File: src/rtl/synth_pkg.sv
// Shared types and helpers for the voice engine and related audio blocks.
package synth_pkg;

  typedef enum logic [1:0] {
    WAVE_SQUARE = 2'b00,
    WAVE_SAW    = 2'b01,
    WAVE_TRI    = 2'b10,
    WAVE_MUTE   = 2'b11
  } wave_t;

  typedef enum logic [1:0] {
    IDLE,
    RUN,
    DRAIN,
    OUT
  } eng_state_t;

  // Clamp x to the signed range of a w-bit value; caller keeps the low w bits.
  function automatic logic signed [63:0] saturate(input logic signed [63:0] x,
                                                  input int unsigned w);
    logic signed [63:0] hi;
    logic signed [63:0] lo;
    hi = (64'sd1 <<< (w - 1)) - 64'sd1;
    lo = -(64'sd1 <<< (w - 1));
    if (x > hi) return hi;
    if (x < lo) return lo;
    return x;
  endfunction

endpackage

File: src/rtl/synth_wave_gen.sv
// Combinational waveform generator: phase accumulator value and shape select to a raw sample.
module synth_wave_gen
  import synth_pkg::*;
#(
  parameter int unsigned PHASE_W  = 24,
  parameter int unsigned SAMPLE_W = 16
) (
  input  logic        [PHASE_W-1:0]  phase,
  input  wave_t                      wave_sel,
  output logic signed [SAMPLE_W-1:0] raw
);

  localparam logic [SAMPLE_W-1:0]        HALF     = {1'b1, {(SAMPLE_W-1){1'b0}}};
  localparam logic signed [SAMPLE_W-1:0] POS_FULL = {1'b0, {(SAMPLE_W-1){1'b1}}};
  localparam logic signed [SAMPLE_W-1:0] NEG_FULL = -POS_FULL;

  logic [SAMPLE_W-1:0] p;
  logic [SAMPLE_W-2:0] q;

  assign p = phase[PHASE_W-1 -: SAMPLE_W];

  // Sub-sample phase bits only matter for accumulation, not for the shape.
  generate
    if (PHASE_W > SAMPLE_W) begin : g_low_bits
      logic unused_phase_lsbs;
      assign unused_phase_lsbs = ^phase[PHASE_W-SAMPLE_W-1:0];
    end
  endgenerate

  always_comb begin
    raw = '0;
    q   = p[SAMPLE_W-1] ? ~p[SAMPLE_W-2:0] : p[SAMPLE_W-2:0];
    case (wave_sel)
      WAVE_SQUARE: raw = p[SAMPLE_W-1] ? NEG_FULL : POS_FULL;
      WAVE_SAW:    raw = p - HALF;
      WAVE_TRI:    raw = {q, 1'b0} - HALF;
      default:     raw = '0;
    endcase
  end

endmodule

File: src/rtl/synth_voice_engine.sv
// Time-multiplexed N-voice oscillator core: one shared wave/MAC datapath, one mixed
// saturated sample per accepted sample_tick.
module synth_voice_engine
  import synth_pkg::*;
#(
  parameter int unsigned N_VOICES  = 8,
  parameter int unsigned SAMPLE_W  = 16,
  parameter int unsigned PHASE_W   = 24,
  parameter int unsigned VOL_W     = 8,
  parameter int unsigned OUT_SHIFT = 0
) (
  input  logic                                clk,
  input  logic                                reset_n,
  input  logic                                enable,
  input  logic                                sample_tick,
  input  logic [N_VOICES-1:0][PHASE_W-1:0]    phase_inc,
  input  logic [N_VOICES-1:0][1:0]            wave_sel,
  input  logic [N_VOICES-1:0][VOL_W-1:0]      volume,
  input  logic                                overrun_clr,
  output logic signed [SAMPLE_W-1:0]          out_sample,
  output logic                                out_valid,
  output logic                                busy,
  output logic                                overrun
);

  localparam int unsigned ACC_W  = SAMPLE_W + $clog2(N_VOICES) + 1;
  localparam int unsigned IDX_W  = $clog2(N_VOICES);
  localparam int unsigned PROD_W = SAMPLE_W + VOL_W + 1;

  eng_state_t state, state_next;

  logic                                tick_ok;
  logic                                start;
  logic                                last_voice;
  logic [IDX_W-1:0]                    idx;
  logic [N_VOICES-1:0][PHASE_W-1:0]    phase;
  logic [PHASE_W-1:0]                  cur_phase;
  wave_t                               cur_wave;
  logic signed [SAMPLE_W-1:0]          raw;
  logic signed [SAMPLE_W-1:0]          s2_raw;
  logic [VOL_W-1:0]                    s2_vol;
  logic                                s2_valid;
  logic signed [PROD_W-1:0]            prod_full;
  logic signed [PROD_W-1:0]            prod_shift;
  logic signed [ACC_W-1:0]             acc;
  logic signed [ACC_W-1:0]             acc_sum;

  assign tick_ok    = enable & sample_tick;
  assign last_voice = (idx == IDX_W'(N_VOICES - 1));
  assign cur_phase  = phase[idx];
  assign cur_wave   = wave_t'(wave_sel[idx]);

  synth_wave_gen #(
    .PHASE_W  (PHASE_W),
    .SAMPLE_W (SAMPLE_W)
  ) u_wave (
    .phase    (cur_phase),
    .wave_sel (cur_wave),
    .raw      (raw)
  );

  always_ff @(posedge clk or negedge reset_n) begin
    if (!reset_n) state <= IDLE;
    else          state <= state_next;
  end

  always_comb begin
    state_next = state;
    start      = 1'b0;
    busy       = 1'b0;
    case (state)
      IDLE: begin
        if (tick_ok) begin
          state_next = RUN;
          start      = 1'b1;
        end
      end
      RUN: begin
        busy = 1'b1;
        if (last_voice) state_next = DRAIN;
      end
      DRAIN: begin
        busy       = 1'b1;
        state_next = OUT;
      end
      OUT: begin
        if (tick_ok) begin
          state_next = RUN;
          start      = 1'b1;
        end else begin
          state_next = IDLE;
        end
      end
      default: state_next = IDLE;
    endcase
  end

  // Floor-scaled product always fits SAMPLE_W bits, so the narrowing cast is exact.
  always_comb begin
    prod_full  = PROD_W'(s2_raw) * PROD_W'($signed({1'b0, s2_vol}));
    prod_shift = prod_full >>> VOL_W;
    acc_sum    = acc + ACC_W'(prod_shift);
  end

  always_ff @(posedge clk or negedge reset_n) begin
    if (!reset_n) begin
      idx      <= '0;
      phase    <= '0;
      s2_raw   <= '0;
      s2_vol   <= '0;
      s2_valid <= 1'b0;
      acc      <= '0;
    end else begin
      s2_valid <= (state == RUN);
      if (state == RUN) begin
        phase[idx] <= phase[idx] + phase_inc[idx];
        s2_raw     <= raw;
        s2_vol     <= volume[idx];
        idx        <= idx + IDX_W'(1);
      end
      if (start) begin
        idx <= '0;
        acc <= '0;
      end else if (s2_valid) begin
        acc <= acc_sum;
      end
    end
  end

  // The last product is folded in combinationally on the DRAIN edge so the result
  // is already on out_sample while the FSM sits in OUT.
  always_ff @(posedge clk or negedge reset_n) begin
    if (!reset_n) begin
      out_sample <= '0;
      out_valid  <= 1'b0;
    end else begin
      out_valid <= (state == DRAIN);
      if (state == DRAIN)
        out_sample <= SAMPLE_W'(saturate(acc_sum >>> OUT_SHIFT, SAMPLE_W));
    end
  end

  always_ff @(posedge clk or negedge reset_n) begin
    if (!reset_n)              overrun <= 1'b0;
    else if (tick_ok && busy)  overrun <= 1'b1;
    else if (overrun_clr)      overrun <= 1'b0;
  end

endmodule

File: config.mk
export PLATFORM = sky130hd
export DESIGN_NAME = synth_voice_engine
export DESIGN_NICKNAME = d
export VERILOG_FILES = /design/src/rtl/synth_pkg.sv /design/src/rtl/synth_wave_gen.sv /design/src/rtl/synth_voice_engine.sv
export SDC_FILE = /design/constraint.sdc
export NUM_CORES = 1
export LEC_CHECK = 0
export CAP_MARGIN = 20
export CORE_ASPECT_RATIO = 0.6
export CORE_MARGIN = 2
export CORE_UTILIZATION = 43
export DETAILED_ROUTE_END_ITERATION = 10
export PLACE_DENSITY = 0.69
export SLEW_MARGIN = 0
export SYNTH_ARGS = -nofsm -noshare
export SYNTH_HDL_FRONTEND = slang
export SYNTH_HIERARCHICAL = 1
export SYNTH_SLANG_ARGS = --single-unit
File: constraint.sdc
create_clock -name clk -period 7.97 [get_ports clk]
set_input_delay 1.594 -clock clk [delete_from_list [all_inputs] [get_ports clk]]
set_output_delay 1.594 -clock clk [all_outputs]
set_load 0.01 [all_outputs]
* Word-level counts from Yosys, hierarchy flattened
Cells that the tools add are included.
Word-level totals: bits in registers 260, word-level logic and storage cells 83
Cells by class: add/sub/neg operators 5, multiply operators 1, $lt $le $gt $ge 4, eq/ne operators 8, mux-type cells 36, bitwise operators 2, reductions and logical operators 10
Operator list (number):
- 192-bit bitwise mux | 1
- 24-bit binary-select mux with 3-bit select | 2
- 16-bit two-way mux | 5
- 24-bit demux with 3-bit select | 1
- 24-bit two-way mux | 3
- 16-bit one-hot mux with 3 select lines | 1
- 20-bit two-way mux | 2
- 16-bit subtractor, second input constant | 2
- 16-bit by 9-bit multiplier with 25-bit output | 1
- 24-bit adder | 1
- 8-bit binary-select mux with 3-bit select | 1
- 20-bit by 17-bit adder with 20-bit output | 1
- 20-bit by 16-bit > comparator with 1-bit output, second input constant | 1
- 20-bit by 16-bit less-than comparator with 1-bit output, second input constant | 1
- 15-bit two-way mux | 1
- 15-bit inverter | 1
- 1-bit two-way mux | 11
- 8-bit two-way mux | 1
- 2-bit one-hot mux with 4 select lines | 1
- 2-bit binary-select mux with 3-bit select | 1
- 2-bit == test, second input constant | 3
- 2-bit two-way mux | 3
- 3-bit two-way mux | 2
- 2-bit nonzero test | 3
- 11 further kinds | 16

* Longest topological paths before layout
Gate-level depths: netlist (run 1).
word-level depth 9, mapped depth 31, depth with buffers taken out 29

* By module
Netlist (run 1), hierarchy kept.
By module, submodules not included:
- synth_voice_engine | times used 1, cells an instance 2125, area an instance 19791.5 um2, sequential area each 6506.2 um2
- synth_wave_gen | times used 1, cells an instance 58, area an instance 520.5 um2, sequential area each 0.0 um2

* Worst setup path after synthesis (run 1)
OpenSTA, ideal clock, no wires.
path type register to register, from reg s2_vol[2], to reg out_sample[10], data arrival time 7192 ps, slack 652 ps, cell stages (with the launch flop) 31, path buffers 3, clock period less this slack 7318 ps, cells stage by stage dfrtp_1 clkbuf_1 clkbuf_1 nand2_1 fa_1 inv_1 fa_1 fa_1 inv_1 fa_1 inv_1 ha_1 a21oi_1 a21oi_1 o21bai_1 a31oi_1 o21ai_0 nand2b_1 a211o_1 a21oi_1 xnor2_1 ha_1 nand3_1 a2111oi_0 a2111oi_1 nor3_1 xor2_1 or2_0 o311a_4 buf_6 a311o_1
On the way: longest elaborated chain between the ends 8, elaborated cells on any way between the ends 12
RTL lines:
- from (decl) | line synth_voice_engine.sv:41 | logic [VOL_W-1:0] s2_vol;
- from (signal assigned) | line synth_voice_engine.sv:118 | s2_vol <= volume[idx];
- 16-bit by 9-bit multiplier with 25-bit output * | line synth_voice_engine.sv:100 | prod_full = PROD_W'(s2_raw) * PROD_W'($signed({1'b0, s2_vol}));
- 20-bit by 17-bit adder with 20-bit output * | line synth_voice_engine.sv:102 | acc_sum = acc + ACC_W'(prod_shift);
- 20-bit by 16-bit less-than comparator with 1-bit output | line synth_pkg.sv:26 | if (x < lo) return lo;
- 1-bit two-way mux (2 in series) | line synth_pkg.sv:26
- 1-bit two-way mux | line synth_voice_engine.sv:138 | if (state == DRAIN)
- 16-bit two-way mux | line synth_pkg.sv:27 | return x;
- 16-bit two-way mux * | line synth_pkg.sv:26
- to (signal assigned) | line synth_voice_engine.sv:139 | out_sample <= SAMPLE_W'(saturate(acc_sum >>> OUT_SHIFT, SAMPLE_W));
- to (decl) | line synth_voice_engine.sv:20 | output logic signed [SAMPLE_W-1:0] out_sample,
Every way passes the cells marked *; elsewhere a longest branch is shown, timed or not. The select of a mux whose other input is x is not followed. A chain may end at the register's enable or synchronous reset.

* Worst setup path after layout (run 1)
from reg s2_vol[5], to reg out_sample[5]
Same word-level chain as after synthesis.

==> key figures, run 1 <==
GRT
  – Vias in the first global route: 17,000
  – Tot GR Track Use: 0.251
  – Largest net degree at the start of global routing: 153
  – Antenna violations before repair: 2
  – Congestion Overflow GR: 0
  – First-pass GRT wire length: 97.1 mm

Synthesis
  – Main flop type after synthesis: dfrtp_1
  – Yosys warns: 6
  – Sequential area share after synthesis: 0.320
  – Cell variety after synth: 71
  – Count leader, synth: nand2_1
  – Commonest cells in the netlist: nand2_1, dfrtp_1, o21ai_0
  – Largest cells by area after synthesis: dfrtp_1, fa_1, o21ai_0, ha_1, mux2_2
  – Post-synth top area cell: dfrtp_1
  – Post-Synthesis Cells: 2,183
  – Number of flops mapped to enable cells by yosys: 0
  – Syn Area/Cell: 9.30 um^2
  – Asr flop ratio synth: 1.00
  – Share of the synthesized area in the top cell type: 0.320
  – Post-Syn Area: 0.0203 mm^2
  – FF+latch count, synth: 260
  – Net count after synthesis: 2,660

Finish
  – Fin cells: 3,061
  – Area grow syn2layout: 22.1%
  – Fraction of layout cells with a size suffix above 1: 0.0996
  – Nets: 2,887

Floorplan
  – Core Footprint: 0.0465 mm^2
  – Chip Width: 285 um
  – Num rows: 61
  – I/O pins: 296
  – Die footprint: 0.0490 mm^2
  – Effective utilization at floorplan: 0.437
  – Die Y-Extent: 172 um

Route
  – Wirelength per Cell: 20.3 um
  – Post-route ant nets: 0
  – Top Layer Used: met4
  – Via count: 17,200
  – DR WL met3: 4.82 mm
  – DRC viols: 0
  – Initial DRC Count: 1,704
  – M1 WL: 29.9 mm
  – Met2 routed WL: 26.3 mm
  – Final wirelength: 62.2 mm
  – Drt first pass iters: 6
  – Drt via density: 5.61

Critical path
  – R2R depth: 27
  – Max incr delay on CP: 0.59 ns
  – Critical R2R Capture: out_sample[5]$_DFFE_PN0P_
  – Crit path max-delay family: adder cells
  – Worst Setup Path Type: flop to flop
  – Worst setup SP type: flop
  – Worst setup EP type: flop
  – FF-to-FF setup slack: 0.48 ns
  – Crit path DAT: 7.91 ns
  – Critical-path maximum fanout: 15
  – Slowest CP cell: fa_1
  – Req. time, crit path: 8.39 ns
  – Crit path capture: out_sample[5]$_DFFE_PN0P_
  – Most frequent CP cell: fa_1
  – Buffers & Inverters on Critical Path: 3
  – Crit path launch: s2_vol[5]$_DFFE_PN0P_
  – Worst flop-to-flop path startpoint: s2_vol[5]$_DFFE_PN0P_
  – Stages on worst setup path: 27

Timing
  – Fin. Hold Viols: 0
  – Endpoints failing setup: 0
  – F_max: 133 MHz
  – Final period util: 0.940
  – Final setup skew: 0.0167 ns
  – Worst slew margin: 0.304
  – Fin crit period: 7.49 ns
  – Worst-Margin Slew: 1.04 ns
  – Max Slew Vio Count: 0

Place
  – Placed insts: 2,999
  – DP HPWL: 45.2 mm
  – Final GP Congestion: 0.902
  – IO Port Bufs: 295

Clocking
  – Root Buffer: clkbuf_16
  – Clock slew seen by the registers of the worst setup and hold paths: 0.07 ns
  – Clk Latency, worst-skew pair: 0.55 ns
  – Clock sinks: 260
  – CTS tree: done
  – H-tree depth: 1
  – CTS Buf Count: 26
  – Clock Path Buffers: 3

Worst hold path
  – HP Class: flop to flop

Job
  – Max cap viols: 0

Run status
  – Status: completed
timing repair:
item | 4_1_cts | 5_1_grt
resized for setup | 0 | 14
endpoints found under the setup margin | 0 | 18
hold buffers | 0 | 0
buffers inserted | 0 | 12
through the flow:
step / cell area (um^2) / setup TNS, ns / worst slack, ns / hold slack, ns / utilization
floorplan: 20300 / 0 / 0.652 / 0.444 / -
global placement: 23800 / 0 / 0.332 / 0.455 / 0.512
detailed placement: 23800 / 0 / 0.139 / 0.465 / 0.512
CTS: 24700 / 0 / 0.117 / 0.478 / 0.530
global route: 24800 / -0.0290 / -0.0162 / 0.493 / 0.534
finish: 24800 / 0 / 0.478 / 0.478 / 0.534
routing by layer:
| metal | GRT usage | vias to the layer above |
|---|---|---|
| met5 | 0 | - |
| met4 | 0.0510 | 0 |
| met3 | 0.0562 | 67 |
| met2 | 0.368 | 561 |
| met1 | 0.379 | 8512 |
| li1 | - | 8019 |
worst min-delay path, stage by stage, from the launching register on:
cell	delay [ns]
dfrtp_1	0.34
nand2_1	0.04
o21ai_0	0.06
state kept, by name (all words and copies together), names as in the netlist:
name        flops
s2_raw         16
state           2
acc            20
idx             3
s2_vol          8
s2_valid        1
overrun         1
out_sample     16
phase         192
out_valid       1
how the worst min path moves through the flow:
stage,slack (ns),startpoint,cells after the start,end
after floorplan,0.44,phase[121]$_DFFE_PN0P_,2,phase[121]$_DFFE_PN0P_
after global placement,0.46,phase[88]$_DFFE_PN0P_,2,phase[88]$_DFFE_PN0P_
after detailed placement,0.46,phase[126]$_DFFE_PN0P_,2,phase[126]$_DFFE_PN0P_
after CTS,0.48,phase[126]$_DFFE_PN0P_,2,phase[126]$_DFFE_PN0P_
after global routing,0.49,phase[71]$_DFFE_PN0P_,2,phase[71]$_DFFE_PN0P_
final,0.48,phase[50]$_DFFE_PN0P_,2,phase[50]$_DFFE_PN0P_
cells by family (layout without fill, tap and decap cells):
family | after synthesis | after routing | synth area share
AOI/OAI and AO/OA | 573 | 573 | 0.178
xor gates and xnor gates | 56 | 56 | 0.0249
adders and majority gates | 200 | 200 | 0.161
buffers and inverters | 311 | 557 | 0.0597
DFF | 260 | 260 | 0.320
muxes | 226 | 226 | 0.125
other | 0 | 2 | 0
and+or+nand+nor | 557 | 557 | 0.131
layout make-up:
cell class	instances	area, um^2
Fill cell	4078	21700
Multi-Input combinational cell	1612	12700
Sequential cell	260	6530
Timing Repair Buffer	339	3330
Tap cell	630	788
Clock buffer	37	763
Inverter	171	642
Clock inverter	10	91.3
Antenna cell	2	5.00
layout by cell type, fill, tap and decap left out, types with 15 or more instances in the layout:
cell and instances:
a21oi_1 83, a221o_1 18, a22oi_1 77, and2_1 76, buf_4 41, clkbuf_16 27
clkdlybuf4s50_1 294, dfrtp_1 248, fa_1 103, ha_1 96, inv_1 171, mux2_2 103
mux2i_1 111, nand2_1 262, nand2b_1 21, nand3_1 16, nor2_1 94, nor2b_1 20
nor3_1 15, o21ai_0 245, o21ai_1 16, o22a_1 47, xnor2_1 39, xor2_1 16
Power of run 1 is left out: the tool's default activity adds up to more than one toggle a clock period on the data nets, which glitch-free logic cannot reach.
==> run 2, diff against run 1 <==
SYNTH_HIERARCHICAL = default   (was 1)
==> run 2 against run 1 <==
  * Global-route usage grew 2.0 points
  * Clock skew is 0.0015 ns higher
  * Core utilization is 0.40 points higher
  * Worst setup slack worse by 0.15 ns
  * Maximum frequency is 1.9% lower
  * Non-clock buffer count rose by 1
  * Routed wire length is 6.7% higher
  * Critical path depth is the same
  * Hold slack lost 0.0028 ns
==> key figures, run 2 <==
Floorplan
  – Chip Width: 284 um (was 285 um)
  – I/O pins: 296 (unchanged)
  – Num rows: 61 (unchanged)
  – Die footprint: 0.0490 mm^2 (about the same)
  – Core Footprint: 0.0465 mm^2 (unchanged)
  – Die Y-Extent: 172 um (about the same)
  – Effective utilization at floorplan: 0.437 (about the same)

Timing
  – Final setup skew: 0.0181 ns (was 0.0167 ns)
  – Worst slew margin: 0.257 (was 0.304)
  – Max Slew Vio Count: 0 (unchanged)
  – Fin crit period: 7.64 ns (was 7.49 ns)
  – Fin. Hold Viols: 0 (unchanged)
  – Endpoints failing setup: 0 (unchanged)
  – Final period util: 0.959 (was 0.940)
  – F_max: 131 MHz (was 133 MHz)
  – Worst-Margin Slew: 1.11 ns (was 1.04 ns)

Critical path
  – Critical-path maximum fanout: 13 (was 15)
  – Worst setup SP type: flop (unchanged)
  – Crit path DAT: 8.08 ns (was 7.91 ns)
  – Req. time, crit path: 8.41 ns (was 8.39 ns)
  – Worst Setup Path Type: flop to flop (unchanged)
  – FF-to-FF setup slack: 0.33 ns (was 0.48 ns)
  – Worst setup EP type: flop (unchanged)

Route
  – Initial DRC Count: 1,811 (was 1,704)
  – Drt via density: 5.80 (was 5.61)
  – Wirelength per Cell: 21.2 um (was 20.3 um)
  – Via count: 18,100 (was 17,200)
  – Final wirelength: 66.3 mm (was 62.2 mm)
  – Post-route ant nets: 0 (unchanged)
  – Drt first pass iters: 5 (was 6)
  – DRC viols: 0 (unchanged)

GRT
  – Largest net degree at the start of global routing: 175 (was 153)
  – Antenna violations before repair: 7 (was 2)
  – Tot GR Track Use: 0.271 (was 0.251)
  – Vias in the first global route: 17,800 (was 17,000)
  – Congestion Overflow GR: 0 (unchanged)
  – First-pass GRT wire length: 104 mm (was 97.1 mm)

Worst hold path
  – HP Class: flop to flop (unchanged)

Finish
  – Most frequent cells in the layout: nand2_1, clkdlybuf4s50_1, dfrtp_1, o21ai_0, inv_1 (was clkdlybuf4s50_1, nand2_1, dfrtp_1, o21ai_0, inv_1)
  – Reg area: 0.00653 mm^2 (about the same)
  – Fill cell count: 4,100 (was 4,078)
  – Area grow syn2layout: 23.2% (was 22.1%)
  – Most common cell after layout, fill and taps aside: nand2_1 (was clkdlybuf4s50_1)
  – Largest regs: phase x192, acc x20 (unchanged)
  – Fraction of layout cells with a size suffix above 1: 0.0975 (was 0.0996)
  – Nets: 2,947 (was 2,887)
  – Layout Utilization: 0.538 (was 0.534)
  – Multi-input logic area: 0.0127 mm^2 (about the same)
  – Finished Cell Area: 0.0250 mm^2 (was 0.0248 mm^2)
  – Largest reg by FF count: phase (unchanged)
  – Max reg flops: 192 (unchanged)

Synthesis
  – Post-synth top area cell: dfrtp_1 (unchanged)
  – Commonest cells in the netlist: nand2_1, dfrtp_1, o21ai_0 (unchanged)
  – Xor/xnor share of the synthesized area: 0.0268 (was 0.0249)
  – Simple-gate area share of the yosys netlist: 0.147 (was 0.131)
  – Post-Synth Adder-Cell Area: 0.161 (about the same)
  – Share of the synthesized area in the top cell type: 0.321 (was 0.320)
  – Asr flop ratio synth: 1.00 (unchanged)
  – Post-Synthesis Cells: 2,246 (was 2,183)
  – Count leader, synth: nand2_1 (unchanged)
  – Syn Area/Cell: 9.03 um^2 (was 9.30 um^2)
  – Sequential area share after synthesis: 0.321 (was 0.320)
  – Cell variety after synth: 75 (was 71)
  – Mux cell area share after synthesis: 0.105 (was 0.125)
  – Post-Syn Area: 0.0203 mm^2 (about the same)
  – Yosys warns: 0 (was 6)
  – Main combinational cell family by area after synthesis: compound AO/OA/AOI/OAI gates (unchanged)
  – Post-synthesis compound-gate area fraction: 0.180 (was 0.178)
  – FF+latch count, synth: 260 (unchanged)
  – Main flop type after synthesis: dfrtp_1 (unchanged)
  – Largest cells by area after synthesis: dfrtp_1, fa_1, ha_1, nand2_1, o21ai_0 (was dfrtp_1, fa_1, o21ai_0, ha_1, mux2_2)
  – Net count after synthesis: 2,723 (was 2,660)
  – Number of flops mapped to enable cells by yosys: 0 (unchanged)

Clocking
  – CTS tree: done (unchanged)
  – Clock sinks: 260 (unchanged)
  – CTS Hold Bufs: 0 (unchanged)
  – Root Buffer: clkbuf_16 (unchanged)
  – CTS Buf Count: 28 (was 26)
  – Clk Latency, worst-skew pair: 0.57 ns (was 0.55 ns)
  – H-tree depth: 1 (unchanged)
  – Clock slew seen by the registers of the worst setup and hold paths: 0.07 ns (about the same)
  – Clock Path Buffers: 3 (unchanged)

Job
  – Max cap viols: 0 (unchanged)

Place
  – IO Port Bufs: 295 (unchanged)
  – Post-placement cell area: 0.0238 mm^2 (about the same)
  – Final GP Congestion: 0.937 (was 0.902)
  – DP HPWL: 49.1 mm (was 45.2 mm)

Run status
  – Status: completed (unchanged)
[run 2: cell types whose count changed after synthesis, sizes merged, moves of 24 or more]
| cell | before | now |
|---|---|---|
| nor2 | 97 | 170 |
| o21ai | 262 | 200 |
| o22a | 47 | 1 |
| nand2 | 263 | 302 |
| a221oi | 0 | 37 |
| mux2i | 111 | 82 |
| mux2 | 103 | 77 |
| a21oi | 83 | 107 |
[run 2: path summary, 6_finish.rpt]
kind                                        start  cells past startpoint                         to
max reg2reg                 s2_vol[2]$_DFFE_PN0P_                     27  out_sample[6]$_DFFE_PN0P_
min reg2reg                phase[139]$_DFFE_PN0P_                      2     phase[139]$_DFFE_PN0P_
max in group asynchronous                 reset_n                      2         idx[0]$_DFFE_PN0P_
min in group asynchronous                 reset_n                      1  out_sample[1]$_DFFE_PN0P_
max                         s2_vol[2]$_DFFE_PN0P_                     27  out_sample[6]$_DFFE_PN0P_
min                        phase[139]$_DFFE_PN0P_                      2     phase[139]$_DFFE_PN0P_
[run 2: final cells by class]
type	instances	share of cell area
clock inverters	15	0.00856
diodes	4	0.000401
clock buffers	37	0.0326
well taps	630	0.0315
flip-flops and latches	260	0.261
multi-input cells	1672	0.507
repair buffers	340	0.134
inverters	168	0.0252
[run 2: per-layer routing]
| layer | up-vias | GRT usage | routed length, um |
|---|---|---|---|
| li1 | 8255 | - | - |
| met1 | 8985 | 0.402 | 30900 |
| met2 | 796 | 0.393 | 27500 |
| met3 | 93 | 0.0760 | 6680 |
| met4 | 4 | 0.0524 | 1220 |
| met5 | - | 0 | 26 |
[run 2: cell families (layout without fill, tap and decap cells)]
family,count (synthesis),in the layout
adder cells (fa/ha/maj),200,200
AND/OR/NAND/NOR,666,666
multiplexers,179,179
buffers and inverters,314,560
XOR/XNOR,62,62
other,0,4
flip-flops,260,260
AO/OA/AOI/OAI,565,565
[run 2: timing repair]
action,in CTS,in global routing
buffers inserted,0,4
endpoints found under the setup margin,0,15
resized for setup,0,22
[run 2: stage by stage]
stage               std cells  setup WS [ns]  setup TNS [ns]  hold WS (ns)
finish                   3126          0.329               0         0.475
global route             3125        -0.0979          -0.876         0.494
CTS                      3115         0.0561               0         0.478
detailed placement       3063          0.105               0         0.462
global placement         3062          0.268               0         0.455
floorplan                2246          0.680               0         0.443
[run 2: critical path, stage by stage, from the launching register on]
cell      delay, ns
dfrtp_2        0.47
buf_4          0.20
nand2_1        0.10
fa_1           0.57
inv_1          0.06
fa_1           0.47
fa_1           0.49
inv_1          0.05
fa_1           0.53
inv_1          0.04
ha_1           0.33
nand3_1        0.14
nor3_4         0.31
o21bai_1       0.18
a21boi_1       0.23
o21a_1         0.18
o21a_1         0.15
nor2_1         0.06
xnor2_1        0.12
ha_1           0.34
nand3_1        0.22
o31ai_4        0.32
a41oi_2        0.26
o311ai_2       0.33
xor2_1         0.16
or4_1          0.57
and4_4         0.28
a311o_1        0.33
Power of run 2 is left out for the same reason.
